--- src/rtl/hazard_scoreboard_unit.sv ---
// Pipeline hazard unit: forwarding selects, load-use/branch/mul-div stalls, mul/div busy scoreboard.
// Optional stall-cause performance counters are enabled by defining HAZARD_PERF_EN.
module hazard_scoreboard_unit #(
  parameter int REG_ADDR_W     = 5,
  parameter int MULDIV_LATENCY = 32,
  parameter int CNT_W          = 8
) (
  input  logic                  clock,
  input  logic                  reset_n,
  input  logic [REG_ADDR_W-1:0] RsD,
  input  logic [REG_ADDR_W-1:0] RtD,
  input  logic                  BranchD,
  input  logic                  MulDivReadD,
  input  logic                  MulDivStartD,
  input  logic [REG_ADDR_W-1:0] RsE,
  input  logic [REG_ADDR_W-1:0] RtE,
  input  logic [REG_ADDR_W-1:0] WriteRegE,
  input  logic                  MemtoRegE,
  input  logic                  RegWriteE,
  input  logic                  MulDivStartE,
  input  logic [REG_ADDR_W-1:0] WriteRegM,
  input  logic                  MemtoRegM,
  input  logic                  RegWriteM,
  input  logic [REG_ADDR_W-1:0] WriteRegW,
  input  logic                  RegWriteW,
  output logic [1:0]            ForwardAE,
  output logic [1:0]            ForwardBE,
  output logic                  ForwardAD,
  output logic                  ForwardBD,
  output logic                  StallF,
  output logic                  StallD,
  output logic                  FlushE,
  output logic                  MulDivBusy
`ifdef HAZARD_PERF_EN
  ,
  input  logic                  perf_clr,
  output logic [31:0]           lw_stall_cnt,
  output logic [31:0]           br_stall_cnt,
  output logic [31:0]           md_stall_cnt
`endif
);

  logic [CNT_W-1:0] cnt;
  logic             lwstall;
  logic             branchstall;
  logic             mdstall;
  logic             stall;
  logic             hit_m_rs_e, hit_w_rs_e, hit_m_rt_e, hit_w_rt_e;
  logic             br_e_hit, br_m_hit;

  // Register 0 never matches, so every hit qualifies the source id as nonzero.
  always_comb begin
    hit_m_rs_e = RegWriteM && (RsE != '0) && (WriteRegM == RsE);
    hit_w_rs_e = RegWriteW && (RsE != '0) && (WriteRegW == RsE);
    hit_m_rt_e = RegWriteM && (RtE != '0) && (WriteRegM == RtE);
    hit_w_rt_e = RegWriteW && (RtE != '0) && (WriteRegW == RtE);

    ForwardAE = hit_m_rs_e ? 2'b10 : (hit_w_rs_e ? 2'b01 : 2'b00);
    ForwardBE = hit_m_rt_e ? 2'b10 : (hit_w_rt_e ? 2'b01 : 2'b00);
    ForwardAD = RegWriteM && (RsD != '0) && (WriteRegM == RsD);
    ForwardBD = RegWriteM && (RtD != '0) && (WriteRegM == RtD);
  end

  always_comb begin
    lwstall  = MemtoRegE && (RtE != '0) && ((RtE == RsD) || (RtE == RtD));
    br_e_hit = RegWriteE && (WriteRegE != '0) && ((WriteRegE == RsD) || (WriteRegE == RtD));
    br_m_hit = MemtoRegM && (WriteRegM != '0) && ((WriteRegM == RsD) || (WriteRegM == RtD));
    branchstall = BranchD && (br_e_hit || br_m_hit);
    mdstall  = (MulDivReadD || MulDivStartD) && (MulDivBusy || MulDivStartE);
    stall    = lwstall || branchstall || mdstall;
    StallF   = stall;
    StallD   = stall;
    FlushE   = stall;
  end

  // A new issue while busy reloads rather than extends the count.
  always_ff @(posedge clock or negedge reset_n) begin
    if (!reset_n) begin
      cnt <= '0;
    end else if (MulDivStartE) begin
      cnt <= CNT_W'(MULDIV_LATENCY);
    end else if (cnt != '0) begin
      cnt <= cnt - CNT_W'(1);
    end
  end

  assign MulDivBusy = (cnt != '0);

`ifdef HAZARD_PERF_EN
  always_ff @(posedge clock or negedge reset_n) begin
    if (!reset_n) begin
      lw_stall_cnt <= '0;
      br_stall_cnt <= '0;
      md_stall_cnt <= '0;
    end else if (perf_clr) begin
      lw_stall_cnt <= '0;
      br_stall_cnt <= '0;
      md_stall_cnt <= '0;
    end else begin
      if (lwstall && (lw_stall_cnt != '1))     lw_stall_cnt <= lw_stall_cnt + 32'd1;
      if (branchstall && (br_stall_cnt != '1)) br_stall_cnt <= br_stall_cnt + 32'd1;
      if (mdstall && (md_stall_cnt != '1))     md_stall_cnt <= md_stall_cnt + 32'd1;
    end
  end
`endif

endmodule

--- config.mk ---
export PLATFORM = sky130hd
export DESIGN_NAME = hazard_scoreboard_unit
export DESIGN_NICKNAME = d
export VERILOG_FILES = /design/src/rtl/hazard_scoreboard_unit.sv
export SDC_FILE = /design/constraint.sdc
export NUM_CORES = 1
export LEC_CHECK = 0
export CORE_AREA = 5 5 47 80
export DETAILED_ROUTE_END_ITERATION = 12
export DIE_AREA = 0 0 52 85
export GPL_TIMING_DRIVEN = 0
export PLACE_DENSITY_LB_ADDON = 0.1
export SKIP_LAST_GASP = 1
export SYNTH_ARGS = -nofsm -noshare
export SYNTH_HDL_FRONTEND = slang
export SYNTH_SLANG_ARGS = --single-unit
--- constraint.sdc ---
create_clock -name clock -period 3.33 [get_ports clock]
set_clock_uncertainty 0.15 [all_clocks]
set_input_delay 0.8325 -clock clock [delete_from_list [all_inputs] [get_ports clock]]
set_output_delay 0.8325 -clock clock [all_outputs]
set_load 0.02 [all_outputs]
; Word level (Yosys, flattened, before mapping)
; Index checks and enable logic that the tools add are counted.
[totals]
regBits = 8
latchBits = 0
ramBits = 0
rom_bits = 0
inputBits = 46
out_inout_bits = 10
elab_cells = 54
mem_count = 0
[op_classes]
add_sub_neg = 1
mul = 0
n_div = 0
n_lt_le_gt_ge = 0
n_eq_ne = 10
shifts = 0
muxes = 6
n_bitwise = 0
n_reduce_logical = 36
[ops]
columns = operator, n
row1 = 5-bit equality test, 10
row2 = 5-bit nonzero test, 6
row3 = 1-bit logical AND, 20
row4 = 8-bit two-way mux, 2
row5 = 1-bit logical OR, 8
row6 = 8-bit nonzero test, 1
row7 = 8-bit by 1-bit subtractor with 8-bit output (second input constant), 1
row8 = 2-bit two-way mux, 2
row9 = 1-bit two-way mux, 2
row10 = 2-bit nonzero test, 1

; Logic depth before layout (Yosys ltp)
; Gate-level depths: netlist (run 1).
[depth]
word_depth = 7
depth_mapped = 7
depth_no_buf = 7

; Worst setup path before layout (run 1)
; Ideal clock, no wire load.
[synth_timing]
path_type = input port to output port
startpoint = input port WriteRegM[1]
endpoint = output port StallD
arrival_ns = 2.290
t_required_ns = 2.348
path_slack_ns = 0.057
cell_stages = 6
path_buffers = 2
path_cell_list = clkbuf_1 or4_1 o211ai_1 a21o_1 nand4_1 buf_4
[synth_via]
elab_chain_cells = 7
word_cells_on_any_way = 10
cone_classes = 2 x eq/ne / 8 x reduce/logical
[synth_rtl]
columns = item, line_no
row1 = from (decl), 21  ; input logic [REG_ADDR_W-1:0] WriteRegM,
row2 = 5-bit equality test / 5-bit nonzero test (equally long branches), 67  ; br_m_hit = MemtoRegM && (WriteRegM != '0) && ((WriteRegM == RsD) || (WriteRegM == RtD));
row3 = 1-bit logical OR / 1-bit logical AND (equally long branches), 67
row4 = 1-bit logical AND (*), 67
row5 = 1-bit logical OR (*), 68  ; branchstall = BranchD && (br_e_hit || br_m_hit);
row6 = 1-bit logical AND (*), 68
row7 = 1-bit logical OR (*) (2 in series), 70  ; stall = lwstall || branchstall || mdstall;
row8 = to (decl), 31  ; output logic StallD,
; Mark *: on every way between the ends. The rest lies on a longest branch, timed or not.

; Final worst setup path (run 1)
[layout_timing]
startpoint = input port RsE[2]
endpoint = output port ForwardAE[0]
[layout_via]
word_cells_on_any_way = 9
cone_classes = 2 x eq/ne / 2 x mux / 5 x reduce/logical
[layout_rtl]
columns = item, line_no
row1 = from (decl), 15  ; input logic [REG_ADDR_W-1:0] RsE,
row2 = 5-bit nonzero test, 53  ; hit_m_rs_e = RegWriteM && (RsE != '0) && (WriteRegM == RsE);
row3 = 1-bit logical AND, 53
row4 = 1-bit logical AND (*), 53
row5 = net hit_m_rs_e, 48  ; logic hit_m_rs_e, hit_w_rs_e, hit_m_rt_e, hit_w_rt_e;
row6 = 2-bit two-way mux (*), 58  ; ForwardAE = hit_m_rs_e ? 2'b10 : (hit_w_rs_e ? 2'b01 : 2'b00);
row7 = to (decl), 26  ; output logic [1:0] ForwardAE,
; Mark *: on every way through the listed nets, which the timed path passes. The rest lies on a longest branch.

==> results by group, run 1 <==
Run status
  • Outcome: completed

Cells and area
  • Area of the multi-input gates: 964.7 um2
  • # diodes: 0
  • Largest register FFs: 8
  • Nets: 245
  • Final instance area: 0.001775 mm2
  • Biggest regs: cnt (8)
  • Ratio of cells with drive above 1 in the final layout: 18.97%
  • Filler Cell Count: 304
  • Register Area: 200.2 um2
  • Biggest register: cnt
  • Area growth syn-to-layout: 45.54%

Global route
  • Total gr overflow: 0
  • Largest net degree at the start of global routing: 10
  • Initial antenna violation count: 0
  • First-pass GRT wire length: 5.802 mm
  • Vias in the first global route: 1345
  • Global Route Usage Sum: 16.89%

Synthesis
  • Top-count cell post-synth: xnor2_1
  • Synth area leaders: xnor2_1, dfrtp_1, xor2_1
  • Post-Syn Nets: 194
  • Top cells by count, synth: xnor2_1, xor2_1, nor2_1
  • Largest family of logic cells by synthesized area: XOR/XNOR gates
  • Post-synth top flop: dfrtp_1
  • Synthesized-area fraction occupied by adder cells: 2.051%
  • Mux share of post-synthesis cell area: 0.8205%
  • Top cell type's share of synthesized area: 28.00%
  • Synth warn: 0
  • Synth Register Bits: 8
  • Post-synth EDFFs: 0
  • Synth area leader: xnor2_1
  • Ys async rst share: 100.0%
  • Synth Area in Compound Gates: 9.641%
  • Avg Inst Size Synth: 8.356 um2
  • Synth Area in XOR/XNOR: 38.77%
  • Seq/Total Area, Yosys: 16.41%
  • Synth Area in Simple Gates: 24.92%
  • Mapped Cells: 146
  • Netlist cell types: 38
  • Mapped cell area: 0.001220 mm2

Worst setup path
  • CP top delay family: simple AND/OR/NAND/NOR gates
  • Crit path largest cell delay: 550 ps
  • WP data arrival: 2320 ps
  • Critical Path RT: 2350 ps
  • Worst Path Max Fanout: 3
  • Worst path bufs/invs: 2
  • Crit-path cells: clkdlybuf4s15_1, or4_4, nor2_4, nor4_2, nor4_1, buf_2
  • Slowest cell on crit path: or4_4
  • Crit. End Element: output pin
  • Worst setup path category: in -> out
  • Startpoint types: primary input

STA
  • Final setup violation count: 0
  • Fin crit share: 99.14%
  • Final setup TNS: 0 ps
  • Max Transition Viols Final: 0
  • Setup ws final: 28.59 ps
  • Final hold vios: 0
  • RSZ-0062 raised after global routing: yes
  • Final worst path period need: 3301 ps
  • Slew HR: 73.17%
  • Worst-Margin Slew: 402.4 ps
  • Maximum operating frequency: 302.9 MHz

Placement
  • Post-Place Setup Slack: -661.7 ps
  • Port-buffer cells: 44
  • DP Wirelength: 3.045 mm
  • Global placement routability congestion: 0.8524
  • Placed cell areas: 0.001714 mm2

Power and ir drop
  • Int Power: 395.5 uW
  • Clock Power Share: 18.2%
  • Net Sw Power: 259.8 uW
  • VDD IR max: 0.1998 mV
  • Leakage: 0.0006847 uW
  • Comb pwr share: 55.0%
  • Sw Share: 39.64%
  • Power Density: 369.1 mW/mm2
  • Reg power frac: 26.8%

Floorplan
  • Die height: 85 um
  • Rows: 27
  • Core box area: 0.003074 mm2
  • Chip Width: 52 um
  • # IOs: 56
  • Initial Util: 39.68%
  • Die Area: 0.004420 mm2

Routing
  • Routed WL: 3.546 mm
  • Number of DRC markers in iteration 0: 6
  • Via Count: 1215
  • Average wire per standard cell: 14.90 um
  • DRC violations left: 0
  • Post-route antenna net violation count: 0
  • Vias per inst: 5.105
  • First-pass DRT Iterations: 4

Clocking
  • CTS max path bufs: 2
  • # hold bufs at CTS: 0
  • Clk Latency, worst-skew pair: 230 ps
  • Clock-pin slew on the worst setup and hold paths: 40 ps
  • TritonCTS clock tree: built
  • H-tree Lvls: 1
  • CTS Buf Count: 3
  • Clk sink count: 8
  • Root Driver: clkbuf_8

Hold path
  • Worst hold path type: reg -> reg

Flow run
  • Max-cap violations: 0
[what timing repair did]
action	4_1_cts	5_1_grt
pin swaps	2	9
resized for setup	45	28
setup endpoints to repair	9	5
cloned	0	0
buffers inserted	1	1
[stage by stage]
step / power, uW / util (%) / instances / hold slack (ps)
after floorplan: 419.1 / - / 146 / 355.2
after global placement: 531.0 / 55.76 / 233 / 375.7
after detailed placement: 540.1 / 55.76 / 233 / 396.0
after CTS: 653.0 / 56.41 / 237 / 400.3
after global routing: 705.3 / 57.75 / 238 / 436.3
final: 655.3 / 57.75 / 238 / 412.6
[per-layer routing]
layer	vias to the layer above	wire length, um	global-route usage, %
met3	6	191	3.339
met2	37	2162	34.02
met5	-	0	0
met1	574	1139	14.80
met4	0	53	7.399
li1	598	-	-
[worst register-to-register path: stages (launching register included)]
cell and delay (ps):
dfrtp_1 420, inv_1 90, ha_1 190, nor2b_2 180, a2111oi_4 470, nand2_1 120, xor2_1 140, nor2_1 50
[worst paths after layout]
path / startpoint / endpoint / slack (ps) / cells past startpoint
setup / recovery: RsE[2] / ForwardAE[0] / 30 / 6
hold / removal: cnt[7]$_DFFE_PN0P_ / cnt[7]$_DFFE_PN0P_ / 410 / 2
setup reg to reg: cnt[0]$_DFFE_PN0P_ / cnt[7]$_DFFE_PN0P_ / 1390 / 7
hold reg to reg: cnt[7]$_DFFE_PN0P_ / cnt[7]$_DFFE_PN0P_ / 410 / 2
max in group asynchronous: reset_n / cnt[1]$_DFFE_PN0P_ / 2030 / 1
min in group asynchronous: reset_n / cnt[7]$_DFFE_PN0P_ / 730 / 1
[power groups by stage]
stage	clock [uW]	sequential, uW	combinational (uW)
floorplan	0	169	250
global placement	0	175	356
global route	126	181	398
finish	119	176	360
CTS	124	176	354
detailed placement	0	177	363
[final cells by class]
type / instances / share of cell area, %
plain buffers: 15 / 5.144
clock buffers: 3 / 2.326
inverters: 2 / 0.4228
multi-input cells: 121 / 54.33
flip-flops and latches: 8 / 11.28
well taps: 43 / 3.030
repair buffers: 46 / 23.47
[kinds of logic after synthesis]
logic type                 count (synthesis)
and+or+nand+nor                           50
buffers and inverters                     17
adders and majority gates                  2
AOI/OAI and AO/OA                         14
DFF                                        8
xor gates and xnor gates                  54
muxes                                      1
[layout by cell type, fill, tap and decap left out, types with 2 or more instances in the layout]
| cell type | count |
|---|---|
| clkbuf_1 | 3 |
| a21oi_1 | 2 |
| nor3_1 | 3 |
| clkbuf_2 | 4 |
| xor2_1 | 15 |
| dfrtp_1 | 8 |
| nand4_1 | 5 |
| clkdlybuf4s15_1 | 3 |
| buf_2 | 4 |
| dlygate4sd2_1 | 18 |
| clkdlybuf4s50_1 | 16 |
| buf_6 | 3 |
| nor4_2 | 3 |
| xnor2_1 | 39 |
| nor2_1 | 11 |
| nand3_1 | 6 |
| o21ai_0 | 2 |
| clkbuf_8 | 3 |
| or4_1 | 3 |
| buf_4 | 7 |
| o22ai_1 | 2 |
| nand2_1 | 5 |
| nor2_4 | 2 |
| nand3b_1 | 2 |
| ha_1 | 2 |
| inv_1 | 2 |
| or4_4 | 3 |
Power figures use the tool's default switching activity.
==> run 2, diff against run 1 <==
--- a/config.mk
+++ b/config.mk
@@ -10,7 +10,6 @@
 export DIE_AREA = 0 0 52 85
 export GPL_TIMING_DRIVEN = 0
 export PLACE_DENSITY_LB_ADDON = 0.1
-export SKIP_LAST_GASP = 1
 export SYNTH_ARGS = -nofsm -noshare
 export SYNTH_HDL_FRONTEND = slang
 export SYNTH_SLANG_ARGS = --single-unit
==> constraint.sdc (replaced) <==
create_clock -name clock -period 3.7 [get_ports clock]
set_clock_uncertainty 0.15 [all_clocks]
set_input_delay 0.925 -clock clock [delete_from_list [all_inputs] [get_ports clock]]
set_output_delay 0.925 -clock clock [all_outputs]
set_load 0.02 [all_outputs]
==> results by group, run 2 (synthesized netlist as in run 1, its figures left out) <==
Flow run
  • Max-cap violations: 0 (unchanged)

Power and ir drop
  • Reg power frac: 26.9% (about the same)
  • Sw Share: 39.71% (+0.070 points)
  • VDD IR max: 0.1794 mV (-10%)
  • Comb pwr share: 54.6% (-0.4 points)
  • Leakage: 0.0007440 uW (+8.7%)
  • Int Power: 352.9 uW (-11%)
  • Power Density: 328.3 mW/mm2 (-11%)
  • Net Sw Power: 232.5 uW (-11%)
  • Clock Power Share: 18.4% (+0.2 points)

Worst setup path
  • Critical Path RT: 2620 ps (+270 ps)
  • Crit-path cells: clkbuf_1, or4_1, o211ai_1, a21o_1, nand4_1, buf_4, clkdlybuf4s15_2
  • Startpoint types: primary input
  • Worst Path Max Fanout: 5 (+2)
  • Worst setup path category: in -> out
  • Crit path largest cell delay: 580 ps (+30 ps)
  • Slowest cell on crit path: or4_1
  • Crit. End Element: output pin
  • WP data arrival: 2520 ps (+200 ps)

STA
  • Fin crit share: 97.21%
  • Setup ws final: 103.3 ps (+74.66 ps)
  • Slew HR: 73.34% (+0.17 points)
  • Final setup TNS: 0 ps (unchanged)
  • Final setup violation count: 0 (unchanged)
  • Maximum operating frequency: 278.0 MHz
  • Final hold vios: 0 (unchanged)
  • Max Transition Viols Final: 0 (unchanged)
  • Final worst path period need: 3597 ps
  • Worst-Margin Slew: 399.9 ps (-2.477 ps)

Cells and area
  • Area of the multi-input gates: 955.9 um2 (-0.91%)
  • # diodes: 0 (unchanged)
  • Register Area: 200.2 um2 (unchanged)
  • Filler Cell Count: 297 (-2.3%)
  • Ratio of cells with drive above 1 in the final layout: 13.92% (-5.1 points)
  • Commonest non-fill, non-tap cell in the layout: xnor2_1
  • Biggest regs: cnt (8)
  • Area growth syn-to-layout: 46.15%
  • Most frequent cells in the layout: xnor2_1, clkdlybuf4s50_1, xor2_1, dlygate4sd2_1, nor2_1
  • Biggest register: cnt
  • Largest register FFs: 8 (unchanged)
  • Nets: 244 (-0.41%)

Floorplan
  • Initial Util: 39.68% (unchanged)
  • # IOs: 56 (unchanged)
  • Die height: 85 um (unchanged)
  • Die Area: 0.004420 mm2 (unchanged)
  • Chip Width: 52 um (unchanged)
  • Rows: 27 (unchanged)
  • Core box area: 0.003074 mm2 (unchanged)

Clocking
  • CTS Buf Count: 3 (unchanged)
  • H-tree Lvls: 1 (unchanged)
  • Root Driver: clkbuf_8
  • Clock-pin slew on the worst setup and hold paths: 40 ps (about the same)
  • TritonCTS clock tree: built
  • Clk Latency, worst-skew pair: 230 ps (about the same)
  • CTS max path bufs: 2 (unchanged)
  • Clk sink count: 8 (unchanged)

Routing
  • Number of DRC markers in iteration 0: 12 (+6)
  • Vias per inst: 5.080 (-0.49%)
  • Average wire per standard cell: 14.77 um (-0.85%)
  • DRC violations left: 0 (unchanged)
  • Via Count: 1204 (-0.91%)
  • First-pass DRT Iterations: 2 (-2)
  • Routed WL: 3.501 mm (-1.3%)
  • Post-route antenna net violation count: 0 (unchanged)

Placement
  • Global placement routability congestion: 0.8524 (unchanged)
  • Post-Place Setup Slack: -476.7 ps (+185.0 ps)
  • Port-buffer cells: 44 (unchanged)
  • DP Wirelength: 3.045 mm (unchanged)

Global route
  • Initial antenna violation count: 0 (unchanged)
  • Vias in the first global route: 1339 (-0.45%)
  • Global Route Usage Sum: 16.92% (+0.035 points)
  • First-pass GRT wire length: 5.830 mm (+0.48%)
  • Total gr overflow: 0 (unchanged)
  • Largest net degree at the start of global routing: 10 (unchanged)

Hold path
  • Worst hold path type: reg -> reg

Run status
  • Outcome: completed
-- run 2: through the flow --
stage / util, % / instances / cell area (um2) / total power, uW / hold slack, ps
2_1_floorplan: - / 146 / 1220 / 377.2 / 355.2
3_3_place_gp: 55.76 / 233 / 1714 / 477.9 / 375.7
3_5_place_dp: 55.76 / 233 / 1714 / 486.1 / 396.0
4_1_cts: 56.65 / 236 / 1742 / 591.9 / 400.3
5_1_grt: 58.00 / 237 / 1783 / 629.8 / 419.5
6_report: 58.00 / 237 / 1783 / 585.4 / 390.9
-- run 2: worst paths after layout --
check                                   startpoint  slack, ps  cells past startpoint                  to
worst min-delay path            cnt[7]$_DFFE_PN0P_        390                      2  cnt[7]$_DFFE_PN0P_
worst max-delay path                  WriteRegM[1]        100                      7              StallD
worst max register to register  cnt[0]$_DFFE_PN0P_       1750                      7  cnt[7]$_DFFE_PN0P_
worst min register to register  cnt[7]$_DFFE_PN0P_        390                      2  cnt[7]$_DFFE_PN0P_
max in group asynchronous                  reset_n       2310                      1  cnt[3]$_DFFE_PN0P_
min in group asynchronous                  reset_n        820                      1  cnt[7]$_DFFE_PN0P_
-- run 2: worst max-delay path: cells and delay by family --
family                 cells  cell delay, ps
AO/OA/AOI/OAI              2             300
buffers and inverters      3             580
AND/OR/NAND/NOR            2             720
-- run 2: area by class of cell --
class	instances	area share [%]
clock buffer	3	2.316
buffer	15	4.702
multi-input combinational	121	53.61
timing repair buffer	45	24.70
tap	43	3.018
sequential	8	11.23
inverter	2	0.4211
-- run 2: timing repair --
item / 4_1_cts / 5_1_grt
pin swaps: 1 / 4
setup endpoints to repair: 8 / 6
buffers inserted: 0 / 1
gates cloned: 0 / 0
gates resized for setup: 27 / 14
hold buffers: 0 / 0
-- run 2: metal layers --
layer	up-vias	part of all wire [%]	track usage, %
met4	0	1.3	7.399
li1	592	-	-
met2	35	61	33.91
met5	-	0	0
met1	573	32	15.02
met3	4	5.6	3.339
-- run 2: power by group through the flow --
| stage | logic, uW | registers [uW] | clock network (uW) |
|---|---|---|---|
| floorplan | 225 | 152 | 0 |
| global placement | 320 | 158 | 0 |
| detailed placement | 327 | 159 | 0 |
| CTS | 322 | 158 | 111 |
| global route | 354 | 162 | 114 |
| finish | 320 | 158 | 108 |
